`src/rtl/sipo_pkg.sv`:
```
// Shared serialiser/deserialiser definitions: bit-order names, counter sizing
// and the output holding-register state encoding.
package serdes_pkg;

  localparam BIT_ORDER_MSB = "true";
  localparam BIT_ORDER_LSB = "false";

  // Counter width that still covers 0..w-1 for any w >= 2 (never zero bits).
  function automatic int unsigned cnt_width(input int unsigned w);
    if (w <= 2) begin
      return 1;
    end
    return $clog2(w);
  endfunction

  typedef enum logic {
    OUT_EMPTY = 1'b0,
    OUT_FULL  = 1'b1
  } out_state_t;

endpackage

```
`src/rtl/sipo_if.sv`:
```
// Serial input and parallel valid/ready output of the sipo deserialiser.
interface sipo_if #(
  parameter int unsigned DATA_WIDTH = 8
);

  logic                  i_sync;
  logic                  i_data_valid;
  logic                  i_data;
  logic [DATA_WIDTH-1:0] o_data;
  logic                  o_data_valid;
  logic                  i_data_ready;
  logic                  o_busy;
  logic                  o_overrun;

  modport master (
    output i_sync, i_data_valid, i_data, i_data_ready,
    input  o_data, o_data_valid, o_busy, o_overrun
  );

  modport slave (
    input  i_sync, i_data_valid, i_data, i_data_ready,
    output o_data, o_data_valid, o_busy, o_overrun
  );

endinterface

```
`src/rtl/sipo.sv`:
```
// Serial-in/parallel-out deserialiser with a one-word valid/ready holding
// register; all outputs are registered.
module sipo
  import serdes_pkg::*;
#(
  parameter int unsigned DATA_WIDTH   = 8,
  parameter              DO_MSB_FIRST = "true"
) (
  input logic   i_clk,
  input logic   i_s_rst_n,
  sipo_if.slave bus
);

  localparam int unsigned     CW       = cnt_width(DATA_WIDTH);
  localparam logic [CW-1:0]   CNT_LAST = CW'(DATA_WIDTH - 1);
  localparam logic [CW-1:0]   CNT_ONE  = CW'(1);

  logic [DATA_WIDTH-1:0] sr_q;
  logic [DATA_WIDTH-1:0] sr_next;
  logic [CW-1:0]         cnt_q;
  logic [CW-1:0]         cnt_d;
  logic [DATA_WIDTH-1:0] data_q;
  logic                  busy_q;
  logic                  overrun_q;
  logic                  overrun_d;
  logic                  load;
  logic                  complete;
  out_state_t            state_q;
  out_state_t            state_d;

  generate
    if (DO_MSB_FIRST == BIT_ORDER_MSB) begin : g_msb
      assign sr_next = {sr_q[DATA_WIDTH-2:0], bus.i_data};
    end else begin : g_lsb
      assign sr_next = {bus.i_data, sr_q[DATA_WIDTH-1:1]};
    end
  endgenerate

  // A sync-qualified bit always starts a new word, so it can never complete one.
  assign complete = bus.i_data_valid && !bus.i_sync && (cnt_q == CNT_LAST);

  always_comb begin
    cnt_d = cnt_q;
    if (bus.i_sync) begin
      cnt_d = bus.i_data_valid ? CNT_ONE : '0;
    end else if (bus.i_data_valid) begin
      cnt_d = (cnt_q == CNT_LAST) ? '0 : cnt_q + CNT_ONE;
    end
  end

  always_comb begin
    state_d   = state_q;
    load      = 1'b0;
    overrun_d = 1'b0;
    case (state_q)
      OUT_EMPTY: begin
        if (complete) begin
          load    = 1'b1;
          state_d = OUT_FULL;
        end
      end
      OUT_FULL: begin
        if (bus.i_data_ready) begin
          if (complete) begin
            load = 1'b1;
          end else begin
            state_d = OUT_EMPTY;
          end
        end else if (complete) begin
          overrun_d = 1'b1;
        end
      end
      default: state_d = OUT_EMPTY;
    endcase
  end

  always_ff @(posedge i_clk) begin
    if (!i_s_rst_n) begin
      sr_q      <= '0;
      cnt_q     <= '0;
      data_q    <= '0;
      busy_q    <= 1'b0;
      overrun_q <= 1'b0;
      state_q   <= OUT_EMPTY;
    end else begin
      if (bus.i_data_valid) begin
        sr_q <= sr_next;
      end
      if (load) begin
        data_q <= sr_next;
      end
      cnt_q     <= cnt_d;
      busy_q    <= (cnt_d != '0);
      overrun_q <= overrun_d;
      state_q   <= state_d;
    end
  end

  assign bus.o_data       = data_q;
  assign bus.o_data_valid = (state_q == OUT_FULL);
  assign bus.o_busy       = busy_q;
  assign bus.o_overrun    = overrun_q;

endmodule

```
`src/flat_wrapper.sv`:
```
// flat-port wrapper written by rule: the top's interface ports become plain ports
module sipo_flat import serdes_pkg::*;
#(
  parameter int unsigned DATA_WIDTH   = 8,
  parameter              DO_MSB_FIRST = "    "
)
  (i_clk, i_s_rst_n, bus_i_sync, bus_i_data_valid, bus_i_data, bus_i_data_ready, bus_o_data, bus_o_data_valid, bus_o_busy, bus_o_overrun);
  sipo_if #(.DATA_WIDTH(DATA_WIDTH)) bus_i ();
  input logic i_clk;
  input logic i_s_rst_n;
  input wire logic [$bits(bus_i.i_sync)-1:0] bus_i_sync;
  input wire logic [$bits(bus_i.i_data_valid)-1:0] bus_i_data_valid;
  input wire logic [$bits(bus_i.i_data)-1:0] bus_i_data;
  input wire logic [$bits(bus_i.i_data_ready)-1:0] bus_i_data_ready;
  output wire logic [$bits(bus_i.o_data)-1:0] bus_o_data;
  output wire logic [$bits(bus_i.o_data_valid)-1:0] bus_o_data_valid;
  output wire logic [$bits(bus_i.o_busy)-1:0] bus_o_busy;
  output wire logic [$bits(bus_i.o_overrun)-1:0] bus_o_overrun;
  assign bus_i.i_sync = bus_i_sync;
  assign bus_i.i_data_valid = bus_i_data_valid;
  assign bus_i.i_data = bus_i_data;
  assign bus_i.i_data_ready = bus_i_data_ready;
  assign bus_o_data = bus_i.o_data;
  assign bus_o_data_valid = bus_i.o_data_valid;
  assign bus_o_busy = bus_i.o_busy;
  assign bus_o_overrun = bus_i.o_overrun;
  sipo #(.DATA_WIDTH(DATA_WIDTH), .DO_MSB_FIRST(DO_MSB_FIRST)) u_core (.i_clk(i_clk), .i_s_rst_n(i_s_rst_n), .bus(bus_i));
endmodule
```
`config.mk`:
```
export PLATFORM = sky130hd
export DESIGN_NAME = sipo_flat
export DESIGN_NICKNAME = d
export VERILOG_FILES = /design/src/rtl/sipo_pkg.sv /design/src/rtl/sipo_if.sv /design/src/rtl/sipo.sv /design/src/flat_wrapper.sv
export SDC_FILE = /design/constraint.sdc
export NUM_CORES = 1
export LEC_CHECK = 0
export ABC_CLOCK_PERIOD_IN_PS = 1400
export CORE_MARGIN = 2
export CORE_UTILIZATION = 43
export DETAILED_ROUTE_END_ITERATION = 10
export PLACE_DENSITY = 0.71
export SETUP_SLACK_MARGIN = 0.15
export SLEW_MARGIN = 20
export SYNTH_ARGS = -nofsm -noshare
export SYNTH_HDL_FRONTEND = slang
export SYNTH_SLANG_ARGS = --single-unit
```
`constraint.sdc`:
```
create_clock -name i_clk -period 1.4 [get_ports i_clk]
set_clock_uncertainty 0.1 [all_clocks]
set_input_delay 0.28 -clock i_clk [delete_from_list [all_inputs] [get_ports i_clk]]
set_output_delay 0.28 -clock i_clk [all_outputs]
set_load 0.02 [all_outputs]
```
==> reports/metrics.yaml, run 1 <==
grt_pass1_wl_mm: 2.22
async_flop_share_pct: 0
power_leakage_nw: 0.488
drc: 0
worst_pin_slew_ns: 0.270
synth.area.top_cells: "dfxtp_1, mux2i_1, nand2_1, nor2b_1, ha_1"
antenna_cells: 0
synth_cell_types: 15
avgSynthCellArea_um2: 10.3
rows: 15
yosysWarnings: 0
min_period_ns: 1.44
nNetsFinal: 120
dp_hpwl_mm: 1.02
maxCapViolations: 0
yosysTopAreaCellShare_pct: 50.2
drt_iter0_markers: 6
initial_core_util_pct: 46.9
syn_inst: 81
hold_class: "reg -> reg"
grt_use_total_pct: 14.5
antenna_found_initial: 0
cts_buffer_depth: 2
path_buf_inv: 0
ir_drop_mv: 0.520
setup_violations: 2
gp_congestion: 0.740
grt_max_degree: 25
drt-total-wl_mm: 1.53
failed_checks: "setup timing"
setup_ws_ns: -0.0367
place_ws_ns: -0.337
critPathLaunchType: "flop"
die_h_um: 48.1
min_from: "u_core.bus.o_data[7]"
clock_tree.htree_level_count: 1
mappedNetlistArea_um2: 837
die_width_um: 48.1
fin_cells: 136
crit_path_cell_trace: "ha_4 -> ha_4 -> mux2i_1 -> nor2_1 -> or3_1"
dpl_cell_area_um2: 1120
worstSetupPathType: "reg -> reg"
hold_violations: 0
rsz0062_at_grt: "true"
cp_data_arrival_time_ns: 1.53
vias_per_cell: 4.63
fin_area_um2: 1160
dp.cells: 127
ctsHoldBuffers: 0
netlist_top_cells_count: "dfxtp_1, mux2i_1, nand2_1, nor2b_1, nor2_1"
whs_path_depth: 2
drive_gt1_share_pct: 34.2
core-area_um2: 1780
synth_nets: 89
run_status: "finished, violations left"
end_kind: "flop"
synth_edf_count: 0
tritoncts: "built"
cpMaxStageDelayCell: "dfxtp_2"
timing.rr.start: "u_core.cnt_q[1]"
synth_top_cell_by_area: "dfxtp_1"
reg2reg_slack_ns: -0.04
worst-r2r-cell-count: 5
grt-ovfl-total: 0
power_density_nw_per_um2: 858
clkSinkCount: 21
fmaxAchievable_mhz: 696
ys_ff_latch: 21
io_buffers: 16
crit_fanout: 2
timing.rr.end: "u_core.bus.o_busy"
relSlewSlack_pct: 81.9
crit_family: "simple AND/OR/NAND/NOR gates"
numCtsBuffers: 3
wl_per_cell_um: 11.3
dieArea_um2: 2320
crit_required_ns: 1.50
max_stage_delay_ns: 0.36
synth-main-ff-cell: "dfxtp_1"
cp_common_cell: "ha_4"
clk_pin_slew_ns: 0.12
synth.most_common_cell: "dfxtp_1"
synth-seq-area-share_pct: 50.2
postRouteAntennaNets: 0
clkLatencyLatePin_ns: 0.30
first_global_vias: 528
timing.hold.ws_ns: 0.362
firstDrtPassIters: 3
vias: 630
timing.final.crit_share_pct: 103
syn2layout_area_growth_pct: 38.9
pin_count: 17
cts-root-buf: "clkbuf_4"
power_mw: 0.997
post-route-util_pct: 65.2
holdPathEnd: "u_core.bus.o_data[7]"
drv_slew: 0
finalSetupTns_ns: -0.0555
==> worst reg2reg max path, delay by kind of cell (launching register included) <==
kind	cells	cell delay, ns
mux	1	0.12
flops	1	0.36
fa+ha+maj	2	0.36
simple gates	2	0.40
==> sequential cells by signal (all words and copies together) (netlist names) <==
signal	count
u_core.bus.o_data	8
u_core.sr_q	7
u_core.cnt_q	3
u_core.bus.o_busy	1
u_core.bus.o_data_valid	1
u_core.bus.o_overrun	1
==> logic make-up (layout without fill, tap and decap cells) <==
logic type                 Yosys count  in the layout  synth area share, %
adders and majority gates            2              2                 2.99
and+or+nand+nor                     35             35                 21.4
muxes                               17             17                 20.3
AOI/OAI and AO/OA                    2              2                 2.24
buffers and inverters                4             34                 2.84
DFF                                 21             21                 50.2
==> area by class of cell <==
type	instances	area, um^2
Timing Repair Buffer	30	239
Tap cell	25	31.3
Clock buffer	3	22.5
Fill cell	147	621
Clock inverter	1	5.00
Multi-Input combinational cell	56	442
Sequential cell	21	423
==> how the worst max path moves through the flow <==
stage / from / end / slack [ns] / cells after the start
after global routing: u_core.cnt_q[1] / u_core.bus.o_busy / -0.08 / 5
final: u_core.cnt_q[1] / u_core.bus.o_busy / -0.04 / 5
after detailed placement: bus_i_sync / u_core.bus.o_busy / -0.34 / 4
after floorplan: u_core.cnt_q[1] / u_core.bus.o_data[0] / -0.03 / 5
after global placement: bus_i_data_valid / u_core.bus.o_busy / -0.31 / 5
after CTS: u_core.cnt_q[1] / u_core.bus.o_busy / -0.06 / 5
==> routing by layer <==
metal | GRT usage (%) | part of all wire, % | routed length (um) | vias up
met3 | 4.44 | 3.7 | 57 | 2
met5 | 0 | 0 | 0 | -
met2 | 23.2 | 47 | 726 | 12
li1 | - | - | - | 333
met4 | 8.11 | 1.3 | 20 | 0
met1 | 17.2 | 48 | 729 | 283
==> cell usage in the layout (no fill, tap or decap), drive strengths merged <==
cell / count
o21a: 1
dfxtp: 21
nand2: 17
buf: 25
clkinv: 1
clkbuf: 3
ha: 2
o221a: 1
clkdlybuf4s50: 4
nor4b: 1
nor2: 4
nand2b: 2
nor2b: 9
mux2i: 17
nor3: 1
or3: 1
dlygate4sd2: 1
==> what timing repair did <==
item                                    in CTS  in global routing
buffers inserted                             3                  2
endpoints found under the setup margin      27                 14
cloned                                       0                  0
pin swaps                                    6                  4
resized for setup                           46                  7
==> report_power, final <==
| part | internal (mW) | total [mW] | leakage, nW | switching, mW |
|---|---|---|---|---|
| sequential | 0.607 | 0.614 | 0.171 | 0.00657 |
| combinational | 0.0536 | 0.0948 | 0.300 | 0.0412 |
| clock | 0.106 | 0.289 | 0.0177 | 0.182 |
No activity file was read; power rests on OpenSTA's default activity.
==> run 2: changes to the inputs <==
--- a/config.mk
+++ b/config.mk
@@ -9,8 +9,8 @@
 export CORE_MARGIN = 2
 export CORE_UTILIZATION = 43
 export DETAILED_ROUTE_END_ITERATION = 10
+export MAX_ROUTING_LAYER = met4
 export PLACE_DENSITY = 0.71
-export SETUP_SLACK_MARGIN = 0.15
 export SLEW_MARGIN = 20
 export SYNTH_ARGS = -nofsm -noshare
 export SYNTH_HDL_FRONTEND = slang
==> run 2 against run 1 <==
- fmax decreased by 0.10%
- power fell by 0.88%
- final area rose by 0.43%
- first-iteration DRC count rose by 83%
- highest routed layer unchanged
- non-clock buffer count shrank 1
- critical path type unchanged
- core utilization increased by 0.28 points
- the run still ends with setup timing left
==> reports/metrics.yaml, run 2 (synthesis gave the netlist of run 1 again) <==
run_status: "finished, violations left"
failed_checks: "setup timing"
crit_fanout: 2
grt-ovfl-total: 0
cts-root-buf: "clkbuf_4"
worst-r2r-cell-count: 5
grt_use_total_pct: 14.9
dp_hpwl_mm: 1.02
core-area_um2: 1780
fin_area_um2: 1170
numCtsBuffers: 3
tritoncts: "built"
fillers: 147
fmaxAchievable_mhz: 695
crit_end: "u_core.bus.o_busy"
place_ws_ns: -0.337
clock_tree.htree_level_count: 1
clkSinkCount: 21
cts_buffer_depth: 2
setup.worst_path.start: "u_core.cnt_q[1]"
dieArea_um2: 2320
critPathLaunchType: "flop"
ir_drop_mv: 0.509
die_width_um: 48.1
drc: 0
cp_data_arrival_time_ns: 1.53
clk_pin_slew_ns: 0.12
final_common_cell: "dfxtp_1"
drt_iter0_markers: 11
worst_pin_slew_ns: 0.272
path_buf_inv: 0
setup_ws_ns: -0.0382
switching_share_pct: 22.7
p_switching_mw: 0.224
firstDrtPassIters: 4
timing.rr.start: "u_core.cnt_q[1]"
reg2reg_slack_ns: -0.04
power_leakage_nw: 0.472
worstSetupPathDepth: 5
max_stage_delay_ns: 0.36
crit_required_ns: 1.49
syn2layout_area_growth_pct: 39.5
post-route-util_pct: 65.5
rows: 15
end_kind: "flop"
mostFrequentLayoutCells: "dfxtp_1, mux2i_1, nand2_1"
hold_class: "reg -> reg"
gp_congestion: 0.750
hold_violations: 0
finalSetupTns_ns: -0.0382
area.sequential_um2: 423
grt_pass1_wl_mm: 2.20
timing.final.crit_share_pct: 103
whs_path_depth: 2
vias: 628
crit_family: "simple AND/OR/NAND/NOR gates"
dpl_cell_area_um2: 1120
ctsHoldBuffers: 0
postRouteAntennaNets: 0
pin_count: 17
antenna_found_initial: 0
drt-total-wl_mm: 1.46
min_period_ns: 1.44
cp_common_cell: "ha_4"
largest_reg_flops: 8
die_h_um: 48.1
maxCapViolations: 0
nNetsFinal: 119
clkLatencyLatePin_ns: 0.30
setup_violations: 1
rsz0062_at_grt: "true"
comb_power_share_pct: 9.1
cpMaxStageDelayCell: "dfxtp_2"
crit_path_cell_trace: "ha_4 -> ha_4 -> mux2i_1 -> nor2_1 -> or3_1"
wl_per_cell_um: 10.8
p_int_mw: 0.764
power_density_nw_per_um2: 846
first_global_vias: 524
drv_slew: 0
grt_max_degree: 25
p_clk_share_pct: 28.8
timing.rr.end: "u_core.bus.o_busy"
worstSetupPathType: "reg -> reg"
io_buffers: 16
relSlewSlack_pct: 81.8
multi_input_area_um2: 425
drive_gt1_share_pct: 21.8
antenna_cells: 0
initial_core_util_pct: 46.9
vias_per_cell: 4.65
pwr-share-seq_pct: 62.1
-- run 2: cell types whose count changed in the layout (fill, tap and decap cells not counted), sizes merged --
cell	delta
buf	-12
clkdlybuf4s15	+7
clkbuf	+1
dlygate4sd2	+3
-- run 2: layout make-up --
class                           instances  area share, %
Sequential cell                        21           36.2
Tap cell                               25           2.68
Multi-Input combinational cell         56           36.4
Timing Repair Buffer                   29           22.3
Clock inverter                          1          0.429
Clock buffer                            3           1.93
-- run 2: what timing repair did --
action / CTS / global route
hold endpoints to repair: 0 / 0
endpoints found under the setup margin: 19 / 11
pin swaps: 6 / 4
gates resized for setup: 12 / 9
setup buffers: 3 / 2
-- run 2: power by group through the flow --
stage	Clock [mW]	Sequential, mW	Combinational [mW]
3_3_place_gp	0	0.627	0.0822
2_1_floorplan	0	0.629	0.0428
4_1_cts	0.298	0.613	0.0873
6_report	0.285	0.613	0.0899
3_5_place_dp	0	0.627	0.0840
5_1_grt	0.319	0.615	0.0980
-- run 2: stage by stage --
stage                     cells  total power, mW  hold WS, ns
final                       135            0.988        0.365
after global routing        135             1.03        0.389
after CTS                   134            0.998        0.363
after detailed placement    127            0.711        0.346
after global placement      127            0.709        0.341
after floorplan              81            0.672        0.257
-- run 2: worst min path at each step --
stage | from | end | slack [ns]
floorplan | bus_i_data_ready | u_core.bus.o_overrun | 0.26
global placement | u_core.bus.o_data[3] | u_core.bus.o_data[3] | 0.34
detailed placement | u_core.bus.o_data[4] | u_core.bus.o_data[4] | 0.35
CTS | u_core.bus.o_data[5] | u_core.bus.o_data[5] | 0.36
global route | u_core.bus.o_data[7] | u_core.bus.o_data[7] | 0.39
finish | u_core.bus.o_data[4] | u_core.bus.o_data[4] | 0.36
-- run 2: worst min-delay path, stage by stage, from the launching register on --
cell and delay (ns):
dfxtp_1 0.33, nand2_1 0.05, mux2i_1 0.05
-- run 2: per-layer routing --
metal | global-route usage (%) | vias to the layer above | wire (um) | part of all wire, %
li1 | - | 330 | - | -
met1 | 17.0 | 284 | 719 | 49
met5 | - | - | 0 | 0
met3 | 4.44 | 2 | 50 | 3.4
met2 | 23.2 | 12 | 673 | 46
met4 | 8.11 | 0 | 20 | 1.4
==> run 3: changes to the inputs <==
--- a/config.mk
+++ b/config.mk
@@ -5,12 +5,14 @@
 export SDC_FILE = /design/constraint.sdc
 export NUM_CORES = 1
 export LEC_CHECK = 0
-export ABC_CLOCK_PERIOD_IN_PS = 1400
+export ABC_CLOCK_PERIOD_IN_PS = 1600
 export CORE_MARGIN = 2
-export CORE_UTILIZATION = 43
+export CORE_UTILIZATION = 47
 export DETAILED_ROUTE_END_ITERATION = 10
+export HOLD_SLACK_MARGIN = 0.02
 export MAX_ROUTING_LAYER = met4
-export PLACE_DENSITY = 0.71
+export PLACE_DENSITY = 0.74
+export SKIP_CTS_REPAIR_TIMING = 1
 export SLEW_MARGIN = 20
 export SYNTH_ARGS = -nofsm -noshare
 export SYNTH_HDL_FRONTEND = slang
==> constraint.sdc (replaced) <==
create_clock -name i_clk -period 1.6 [get_ports i_clk]
set_clock_uncertainty 0.1 [all_clocks]
set_input_delay 0.32 -clock i_clk [delete_from_list [all_inputs] [get_ports i_clk]]
set_output_delay 0.32 -clock i_clk [all_outputs]
set_load 0.02 [all_outputs]
==> run 3 against run 2 <==
- the run now ends clean
- power fell by 12%
- sequential power fell by 13%
- combinational power fell by 16%
- final cell count fell by 2.2%
- critical path type unchanged
- critical endpoint unchanged
==> reports/metrics.yaml, run 3 (synthesis gave the netlist of run 1 again) <==
post-route-util_pct: 67.3
core-area_um2: 1710
nNetsFinal: 116
setup_violations: 0
fin_cells: 132
clkLatencyLatePin_ns: 0.31
fmaxAchievable_mhz: 660
numCtsBuffers: 3
relSlewSlack_pct: 80.9
dp.cells: 128
switching_share_pct: 23.3
io_buffers: 16
power_density_nw_per_um2: 757
fin_area_um2: 1150
cts_buffer_depth: 2
drc: 0
vias_per_cell: 4.81
comb_power_share_pct: 8.7
power_leakage_nw: 0.627
die_width_um: 46.2
run_status: "finished, final reports clean"
end_kind: "flop"
worstSetupPathType: "reg -> reg"
tritoncts: "built"
ir_drop_mv: 0.546
grt_use_total_pct: 16.5
cts-root-buf: "clkbuf_4"
drt-total-wl_mm: 1.49
worst_pin_slew_ns: 0.286
clkSinkCount: 21
firstDrtPassIters: 3
critPathLaunchType: "flop"
drv_slew: 0
hold_class: "reg -> reg"
pin_count: 17
first_global_vias: 572
pwr-share-seq_pct: 61.5
dpl_cell_area_um2: 1090
setup_ws_ns: 0.0857
crit_fanout: 3
vias: 635
largest_reg_flops: 8
dp_hpwl_mm: 1.07
antenna_found_initial: 0
postRouteAntennaNets: 0
p_clk_share_pct: 29.8
drt_iter0_markers: 5
rows: 15
maxCapViolations: 0
final_common_cell: "dfxtp_1"
crit_required_ns: 1.71
cp_data_arrival_time_ns: 1.62
die_h_um: 46.2
initial_core_util_pct: 49.0
syn2layout_area_growth_pct: 37.2
drive_gt1_share_pct: 15.0
mostFrequentLayoutCells: "dfxtp_1, mux2i_1, nand2_1"
min_period_ns: 1.51
clk_pin_slew_ns: 0.12
clock_tree.htree_level_count: 1
place_ws_ns: -0.198
grt_pass1_wl_mm: 2.31
antenna_cells: 0
wl_per_cell_um: 11.3
rsz0062_at_grt: "false"
dieArea_um2: 2130
p_int_mw: 0.667
timing.final.crit_share_pct: 94.6
p_switching_mw: 0.203
hold_violations: 0
grt_max_degree: 15
gp_congestion: 0.701
grt-ovfl-total: 0
==> run 3: changes by cell type in the layout (fill, tap and decap cells not counted), sizes merged <==
| cell | before | now |
|---|---|---|
| buf | 13 | 10 |
| dlymetal6s2s | 0 | 11 |
| clkbuf | 4 | 3 |
| dlygate4sd2 | 4 | 0 |
| clkdlybuf4s15 | 7 | 0 |
| clkdlybuf4s50 | 4 | 5 |
==> run 3: layer usage <==
layer | vias up | GRT usage, % | share of wire (%)
li1 | 321 | - | -
met1 | 297 | 18.1 | 47
met2 | 12 | 25.3 | 45
met3 | 5 | 4.71 | 4.8
met4 | 0 | 12.0 | 2.8
met5 | - | - | 0
==> run 3: area by class of cell <==
class,count,area (um^2)
fillers,139,559
multi-input cells,56,393
clock buffers,3,22.5
repair buffers,26,275
well taps,25,31.3
flip-flops and latches,21,422
clock inverters,1,5.00
==> run 3: final timing paths <==
kind	start	end	slack, ns	cells after the start
worst max-delay path	u_core.cnt_q[0]	u_core.bus.o_busy	0.09	5
worst min-delay path	u_core.bus.o_data[4]	u_core.bus.o_data[4]	0.36	2
worst max register to register	u_core.cnt_q[0]	u_core.bus.o_busy	0.09	5
worst min register to register	u_core.bus.o_data[4]	u_core.bus.o_data[4]	0.36	2
==> run 3: metrics by stage <==
stage          total power, mW  TNS [ns]  hold WS (ns)
2_1_floorplan            0.585         0         0.297
3_3_place_gp             0.620     -1.21         0.343
3_5_place_dp             0.622     -1.44         0.354
4_1_cts                  0.876    -0.928         0.370
5_1_grt                  0.902         0         0.391
6_report                 0.870         0         0.362
==> run 3: critical path, stage by stage (launching register included) <==
cell,delay (ns)
dfxtp_2,0.36
ha_1,0.14
ha_1,0.16
nor2_1,0.05
o221a_1,0.23
or3_1,0.36
==> run 3: power groups by stage <==
stage | combinational [mW] | sequential [mW] | clock, mW
floorplan | 0.0366 | 0.549 | 0
global placement | 0.0736 | 0.547 | 0
detailed placement | 0.0754 | 0.547 | 0
CTS | 0.0756 | 0.535 | 0.265
global route | 0.0811 | 0.537 | 0.284
finish | 0.0752 | 0.535 | 0.259
